<file path="src/rtl/riscv_mc_pkg.sv">
// Shared types and encodings for the multicycle RV32I main controller.
package riscv_mc_pkg;

    typedef enum logic [3:0] {
        FETCH,
        DECODE,
        MEMADR,
        MEMREAD,
        MEMWB,
        MEMWRITE,
        EXECR,
        EXECI,
        ALUWB,
        BRANCH,
        JAL,
        JALR,
        JALR_PC,
        LUI,
        TRAP
    } state_t;

    // Major opcodes (Instr[6:0])
    localparam logic [6:0] OP_LOAD   = 7'b0000011;
    localparam logic [6:0] OP_STORE  = 7'b0100011;
    localparam logic [6:0] OP_RTYPE  = 7'b0110011;
    localparam logic [6:0] OP_ITYPE  = 7'b0010011;
    localparam logic [6:0] OP_BRANCH = 7'b1100011;
    localparam logic [6:0] OP_JAL    = 7'b1101111;
    localparam logic [6:0] OP_JALR   = 7'b1100111;
    localparam logic [6:0] OP_LUI    = 7'b0110111;
    localparam logic [6:0] OP_AUIPC  = 7'b0010111;

    // ALU operation codes
    localparam logic [3:0] ALU_ADD  = 4'd0;
    localparam logic [3:0] ALU_SUB  = 4'd1;
    localparam logic [3:0] ALU_AND  = 4'd2;
    localparam logic [3:0] ALU_OR   = 4'd3;
    localparam logic [3:0] ALU_XOR  = 4'd4;
    localparam logic [3:0] ALU_SLT  = 4'd5;
    localparam logic [3:0] ALU_SLTU = 4'd6;
    localparam logic [3:0] ALU_SLL  = 4'd7;
    localparam logic [3:0] ALU_SRL  = 4'd8;
    localparam logic [3:0] ALU_SRA  = 4'd9;

    // Controller-to-ALU-decoder operation class
    localparam logic [1:0] ALUOP_ADD   = 2'b00;
    localparam logic [1:0] ALUOP_SUB   = 2'b01;
    localparam logic [1:0] ALUOP_FUNCT = 2'b10;

    // Immediate format select
    localparam logic [2:0] IMM_I = 3'b000;
    localparam logic [2:0] IMM_S = 3'b001;
    localparam logic [2:0] IMM_B = 3'b010;
    localparam logic [2:0] IMM_J = 3'b011;
    localparam logic [2:0] IMM_U = 3'b100;

    // ALU operand A select
    localparam logic [1:0] SRCA_PC    = 2'b00;
    localparam logic [1:0] SRCA_OLDPC = 2'b01;
    localparam logic [1:0] SRCA_RS1   = 2'b10;
    localparam logic [1:0] SRCA_ZERO  = 2'b11;

    // ALU operand B select
    localparam logic [1:0] SRCB_RS2  = 2'b00;
    localparam logic [1:0] SRCB_IMM  = 2'b01;
    localparam logic [1:0] SRCB_FOUR = 2'b10;

    // Result mux select
    localparam logic [1:0] RES_ALUOUT    = 2'b00;
    localparam logic [1:0] RES_DATA      = 2'b01;
    localparam logic [1:0] RES_ALURESULT = 2'b10;

    // Immediate format implied by the opcode; R-type and unknown opcodes fall back to I.
    function automatic logic [2:0] imm_sel(input logic [6:0] op);
        logic [2:0] sel;
        sel = IMM_I;
        case (op)
            OP_STORE:         sel = IMM_S;
            OP_BRANCH:        sel = IMM_B;
            OP_JAL:           sel = IMM_J;
            OP_LUI, OP_AUIPC: sel = IMM_U;
            default:          sel = IMM_I;
        endcase
        return sel;
    endfunction

endpackage

</file>
<file path="src/rtl/riscv_mc_alu_decoder.sv">
// ALU control decode from the controller's operation class and the funct fields.
module riscv_mc_alu_decoder
    import riscv_mc_pkg::*;
#(
    parameter int unsigned ALUCTRL_W = 4
) (
    input  logic [1:0]           aluop,
    input  logic [2:0]           funct3,
    input  logic                 funct7b5,
    input  logic                 op5,
    output logic [ALUCTRL_W-1:0] alu_control
);

    logic [3:0] code;

    // Map operation class and funct fields onto an ALU operation code
    always_comb begin
        code = ALU_ADD;
        case (aluop)
            ALUOP_ADD: code = ALU_ADD;
            ALUOP_SUB: code = ALU_SUB;
            ALUOP_FUNCT: begin
                case (funct3)
                    3'b000:  code = (op5 & funct7b5) ? ALU_SUB : ALU_ADD;
                    3'b001:  code = ALU_SLL;
                    3'b010:  code = ALU_SLT;
                    3'b011:  code = ALU_SLTU;
                    3'b100:  code = ALU_XOR;
                    3'b101:  code = funct7b5 ? ALU_SRA : ALU_SRL;
                    3'b110:  code = ALU_OR;
                    default: code = ALU_AND;
                endcase
            end
            default: code = ALU_ADD;
        endcase
    end

    assign alu_control = ALUCTRL_W'(code);

endmodule

</file>
<file path="src/rtl/riscv_mc_controller.sv">
// Main FSM of the multicycle RV32I core with a req/ready memory handshake.
module riscv_mc_controller
    import riscv_mc_pkg::*;
#(
    parameter bit          MEM_WAIT     = 1'b1,
    parameter bit          ILLEGAL_HALT = 1'b1,
    parameter int unsigned ALUCTRL_W    = 4
) (
    input  logic                 clk,
    input  logic                 reset,
    input  logic [6:0]           op,
    input  logic [2:0]           funct3,
    input  logic                 funct7b5,
    input  logic                 zero,
    input  logic                 cout,
    input  logic                 overflow,
    input  logic                 sign,
    input  logic                 mem_ready,
    output logic [2:0]           imm_src,
    output logic [1:0]           alu_src_a,
    output logic [1:0]           alu_src_b,
    output logic [1:0]           result_src,
    output logic                 adr_src,
    output logic [ALUCTRL_W-1:0] alu_control,
    output logic                 ir_write,
    output logic                 pc_write,
    output logic                 reg_write,
    output logic                 mem_write,
    output logic                 mem_req,
    output logic                 illegal
);

    state_t     state, next_state;
    logic       ready;
    logic       branch_taken;
    logic [1:0] aluop;

    assign ready   = MEM_WAIT ? mem_ready : 1'b1;
    assign imm_src = imm_sel(op);

    riscv_mc_alu_decoder #(
        .ALUCTRL_W(ALUCTRL_W)
    ) u_alu_dec (
        .aluop      (aluop),
        .funct3     (funct3),
        .funct7b5   (funct7b5),
        .op5        (op[5]),
        .alu_control(alu_control)
    );

    // State register, asynchronously forced back to FETCH
    always_ff @(posedge clk or posedge reset) begin
        if (reset) state <= FETCH;
        else       state <= next_state;
    end

    // Branch condition from the flags of the rs1 - rs2 subtraction
    always_comb begin
        branch_taken = 1'b0;
        case (funct3)
            3'b000:  branch_taken = zero;
            3'b001:  branch_taken = ~zero;
            3'b100:  branch_taken = sign ^ overflow;
            3'b101:  branch_taken = ~(sign ^ overflow);
            3'b110:  branch_taken = ~cout;
            3'b111:  branch_taken = cout;
            default: branch_taken = 1'b0;
        endcase
    end

    // Next state and datapath controls; everything held at zero while reset is high
    always_comb begin
        next_state = state;
        alu_src_a  = SRCA_PC;
        alu_src_b  = SRCB_RS2;
        result_src = RES_ALUOUT;
        adr_src    = 1'b0;
        aluop      = ALUOP_ADD;
        ir_write   = 1'b0;
        pc_write   = 1'b0;
        reg_write  = 1'b0;
        mem_write  = 1'b0;
        mem_req    = 1'b0;
        illegal    = 1'b0;
        if (!reset) begin
            case (state)
                FETCH: begin
                    mem_req    = 1'b1;
                    alu_src_b  = SRCB_FOUR;
                    result_src = RES_ALURESULT;
                    if (ready) begin
                        ir_write   = 1'b1;
                        pc_write   = 1'b1;
                        next_state = DECODE;
                    end
                end
                DECODE: begin
                    alu_src_a = SRCA_OLDPC;
                    alu_src_b = SRCB_IMM;
                    case (op)
                        OP_LOAD, OP_STORE: next_state = MEMADR;
                        OP_RTYPE:          next_state = EXECR;
                        OP_ITYPE:          next_state = EXECI;
                        OP_BRANCH:         next_state = BRANCH;
                        OP_JAL:            next_state = JAL;
                        OP_JALR:           next_state = JALR;
                        OP_LUI:            next_state = LUI;
                        OP_AUIPC:          next_state = ALUWB;
                        default:           next_state = TRAP;
                    endcase
                end
                MEMADR: begin
                    alu_src_a  = SRCA_RS1;
                    alu_src_b  = SRCB_IMM;
                    next_state = (op == OP_LOAD) ? MEMREAD : MEMWRITE;
                end
                MEMREAD: begin
                    mem_req = 1'b1;
                    adr_src = 1'b1;
                    if (ready) next_state = MEMWB;
                end
                MEMWB: begin
                    result_src = RES_DATA;
                    reg_write  = 1'b1;
                    next_state = FETCH;
                end
                MEMWRITE: begin
                    // mem_write stays up for the whole access so the memory sees a stable request
                    mem_req   = 1'b1;
                    mem_write = 1'b1;
                    adr_src   = 1'b1;
                    if (ready) next_state = FETCH;
                end
                EXECR: begin
                    alu_src_a  = SRCA_RS1;
                    alu_src_b  = SRCB_RS2;
                    aluop      = ALUOP_FUNCT;
                    next_state = ALUWB;
                end
                EXECI: begin
                    alu_src_a  = SRCA_RS1;
                    alu_src_b  = SRCB_IMM;
                    aluop      = ALUOP_FUNCT;
                    next_state = ALUWB;
                end
                ALUWB: begin
                    reg_write  = 1'b1;
                    next_state = FETCH;
                end
                BRANCH: begin
                    alu_src_a  = SRCA_RS1;
                    alu_src_b  = SRCB_RS2;
                    aluop      = ALUOP_SUB;
                    pc_write   = branch_taken;
                    next_state = FETCH;
                end
                JAL: begin
                    alu_src_a  = SRCA_OLDPC;
                    alu_src_b  = SRCB_FOUR;
                    pc_write   = 1'b1;
                    next_state = ALUWB;
                end
                JALR: begin
                    // rs1 is consumed here, so rd == rs1 cannot corrupt the target
                    alu_src_a  = SRCA_RS1;
                    alu_src_b  = SRCB_IMM;
                    next_state = JALR_PC;
                end
                JALR_PC: begin
                    alu_src_a  = SRCA_OLDPC;
                    alu_src_b  = SRCB_FOUR;
                    pc_write   = 1'b1;
                    next_state = ALUWB;
                end
                LUI: begin
                    alu_src_a  = SRCA_ZERO;
                    alu_src_b  = SRCB_IMM;
                    next_state = ALUWB;
                end
                TRAP: begin
                    illegal = 1'b1;
                    if (!ILLEGAL_HALT) next_state = FETCH;
                end
                default: next_state = FETCH;
            endcase
        end
    end

endmodule

</file>
<file path="config.mk">
export PLATFORM = sky130hd
export DESIGN_NAME = riscv_mc_controller
export DESIGN_NICKNAME = d
export VERILOG_FILES = /design/src/rtl/riscv_mc_pkg.sv /design/src/rtl/riscv_mc_alu_decoder.sv /design/src/rtl/riscv_mc_controller.sv
export SDC_FILE = /design/constraint.sdc
export NUM_CORES = 1
export LEC_CHECK = 0
export BUFFER_PORTS_ARGS = -buffer_cell sky130_fd_sc_hd__clkbuf_2
export CAP_MARGIN = 30
export CORE_AREA = 2 2 46 48
export DETAILED_ROUTE_END_ITERATION = 8
export DIE_AREA = 0 0 48 50
export PLACE_DENSITY_LB_ADDON = 0.3
export SYNTH_ARGS = -nofsm -noshare
export SYNTH_HDL_FRONTEND = slang
export SYNTH_HIERARCHICAL = 1
export SYNTH_SLANG_ARGS = --single-unit
</file>
<file path="constraint.sdc">
create_clock -name clk -period 3.05 [get_ports clk]
set_clock_uncertainty 0.1 [all_clocks]
set_input_delay 0.61 -clock clk [delete_from_list [all_inputs] [get_ports clk]]
set_output_delay 0.61 -clock clk [all_outputs]
set_load 0.02 [all_outputs]
</file>
==> results.toml <==
[final_layout]
seqCellArea_um2 = 101.3
largest_reg_flops = 4
reg_top3 = "state (4)"
diodes = 0
regMostFlops = "state"
fin_util = 0.5993
final_layout_size_suffix_gt1_frac = 0.3550
nets = 191
instances_no_fill = 196
synthToLayoutAreaGrowth_pct = 31.84
fill_cells = 189
multiInputGateArea_um2 = 696.9

[sta]
max_freq_mhz = 337.1
min_period_over_period = 0.9727
holdWs_ns = 0.3523
final_max_slew_viol_count = 0
worst_slack_ns = 0.08337
setup-violations-final = 0
worstMarginPinSlew_ns = 0.4930
maxSlewHeadroom = 0.6628
period_minus_slack_ns = 2.967
hold_viol = 0

[pwr]
vdd_drop_max_uv = 434.3
clkPwrFrac = 0.076
leakage_nw = 0.5342
p_seq_frac = 0.131
p_sw_uw = 450.1
combPwrFrac = 0.792
switching_share = 0.5482
p_total_uw = 821.1
power_density_nw_per_um2 = 720.4
intPower_uw = 371.0

[job]
cap_violations = 0

[global_route]
grt_overflow_total = 0
grt_start_max_net_pins = 17
grt_util_all_layers = 0.2105
grt_pass1_wl_um = 3691
antenna_found_initial = 0
grt_pass1_vias = 869

[route]
wl_um = 2359
dr_total_vias = 1053
vias_per_cell = 5.372
wl_per_cell_um = 12.04
drt-pass1-iter-count = 4
ant_nets = 0
drt_iter0_drc = 15
route.detailed.drc = 0

[critical_path]
arrival_ns = 2.26
crit-reg2reg-launch = "state[2]"
startpoint_type = "register"
critPathKind = "reg2out"
worst_setup_path_end_kind = "primary output"
r2r.worst_path.cells = 6
path_max_fanout = 6
crit_required_ns = 2.34
reg2reg_slack_ns = 1.20
endpoint = "alu_control[3]"
r2r-end = "state[2]"
cp-startpoint = "state[2]"

[placement]
portBuffers = 37
place_inst = 190
dpl.hpwl_um = 1819
gp_congestion = 0.9238
place_ws_ns = 0.1425

[yosys]
synth_seq_cells = 4
synthFlopType = "dfrtp_1"
synth_area_leaders = "dfrtp_1 (12%), nand2_1 (6.1%), nor2_1 (6.1%), a21oi_1 (5.2%), nor3_1 (5.2%)"
yosys_warnings = 6
syn_area_per_cell_um2 = 6.755
yosysTopAreaCell = "dfrtp_1"
ys_seq_area_frac = 0.1158
synth_area_um2 = 864.6
synth_cell_type_count = 43
ys_async_sr_fraction = 1.000
ys_top_cells_by_count = "nand2_1 (14), nor2_1 (14), a21oi_1 (9), nor3_1 (9), inv_1 (8)"
synth_edf_count = 0
synth.top_cell.area_share = 0.1158
netlist_instances = 128
synth_nets = 148

[floorplanning]
core-area_um2 = 1902
initial_core_util = 0.4546
io_pins = 38
die_w_um = 48
row_count = 16
fp.dieArea_um2 = 2400
die_h_um = 50

[clock_tree]
cts_root_buf = "clkbuf_4"
clkTransAtPathRegs_ns = 0.04
cts_tree = "done"
h-tree-depth = 1
clkSinkCount = 4
hold_buffers = 0
clk_latency_ns = 0.23
cts-buffers-inserted = 3
clockBufferDepth = 2

[min_path]
hold_class = "in2async"

[outcome]
run_status = "complete, no violations"
-- critical path, stage by stage (launching register included) --
cell and delay [ns]:
dfrtp_2 0.44, xor2_2 0.21, a21oi_2 0.20, o31ai_4 0.10
nor3_2 0.24, ha_2 0.32, nand2b_1 0.18, nor3_2 0.16
buf_2 0.18
-- layer usage --
layer | up-vias | global-route usage | wire, um
met5 | - | 0 | 0
met4 | 0 | 0.09910 | 17
met3 | 2 | 0.02564 | 118
met2 | 35 | 0.3244 | 1170
met1 | 479 | 0.2800 | 1052
li1 | 537 | - | -
-- worst min-delay path by stage --
stage	startpoint	to
final	reset	state[3]
after global routing	reset	state[0]
after CTS	reset	state[3]
after detailed placement	reset	state[3]
after global placement	reset	state[3]
after floorplan	reset	state[0]
-- power groups by stage --
stage	clock network, mW	registers [mW]	logic, mW
2_1_floorplan	0	0.0911	0.481
4_1_cts	0.0651	0.107	0.627
3_3_place_gp	0	0.106	0.627
5_1_grt	0.0673	0.114	0.715
6_report	0.0628	0.108	0.651
3_5_place_dp	0	0.108	0.625
-- cell families after synthesis --
| family | count (synthesis) | synth area share |
|---|---|---|
| simple gates | 62 | 0.3734 |
| compound gates | 33 | 0.2721 |
| buf+inv | 16 | 0.08682 |
| xor+xnor | 9 | 0.09985 |
| flops | 4 | 0.1158 |
| mux | 2 | 0.02316 |
| fa+ha+maj | 2 | 0.02894 |
-- cells in the final DEF (no fill, tap or decap), types with 2 or more instances in the layout --
cell      count
a21oi_1       9
and2_0        2
buf_4        10
clkbuf_2     35
clkbuf_4      3
dfrtp_1       3
inv_1         8
mux2i_1       2
nand2_1      14
nand2b_1      4
nand3_1       3
nand3b_1      2
nor2_1       14
nor2b_1       3
nor3_1        8
nor3_2        3
nor4_1        2
o21ai_0       7
o31a_1        2
o31ai_1       2
o41ai_1       3
xnor2_1       4
xor2_1        4
-- through the flow --
| step | setup TNS (ns) | instance area [um^2] |
|---|---|---|
| after global routing | -0.0004876 | 1140 |
| after detailed placement | 0 | 1084 |
| after global placement | 0 | 1084 |
| after CTS | 0 | 1106 |
| final | 0 | 1140 |
| after floorplan | 0 | 864.6 |
-- layout make-up --
class,count,share of cell area
Multi-Input combinational cell,108,0.6114
Timing Repair Buffer,46,0.2239
Sequential cell,4,0.08891
Tap cell,27,0.02964
Inverter,8,0.02634
Clock buffer,3,0.01976
-- repair_timing --
item                                    CTS  global route
gates resized for setup                   0             7
buffers inserted                          0             3
endpoints found under the setup margin    0             4
(Power assumes the default switching activity.)
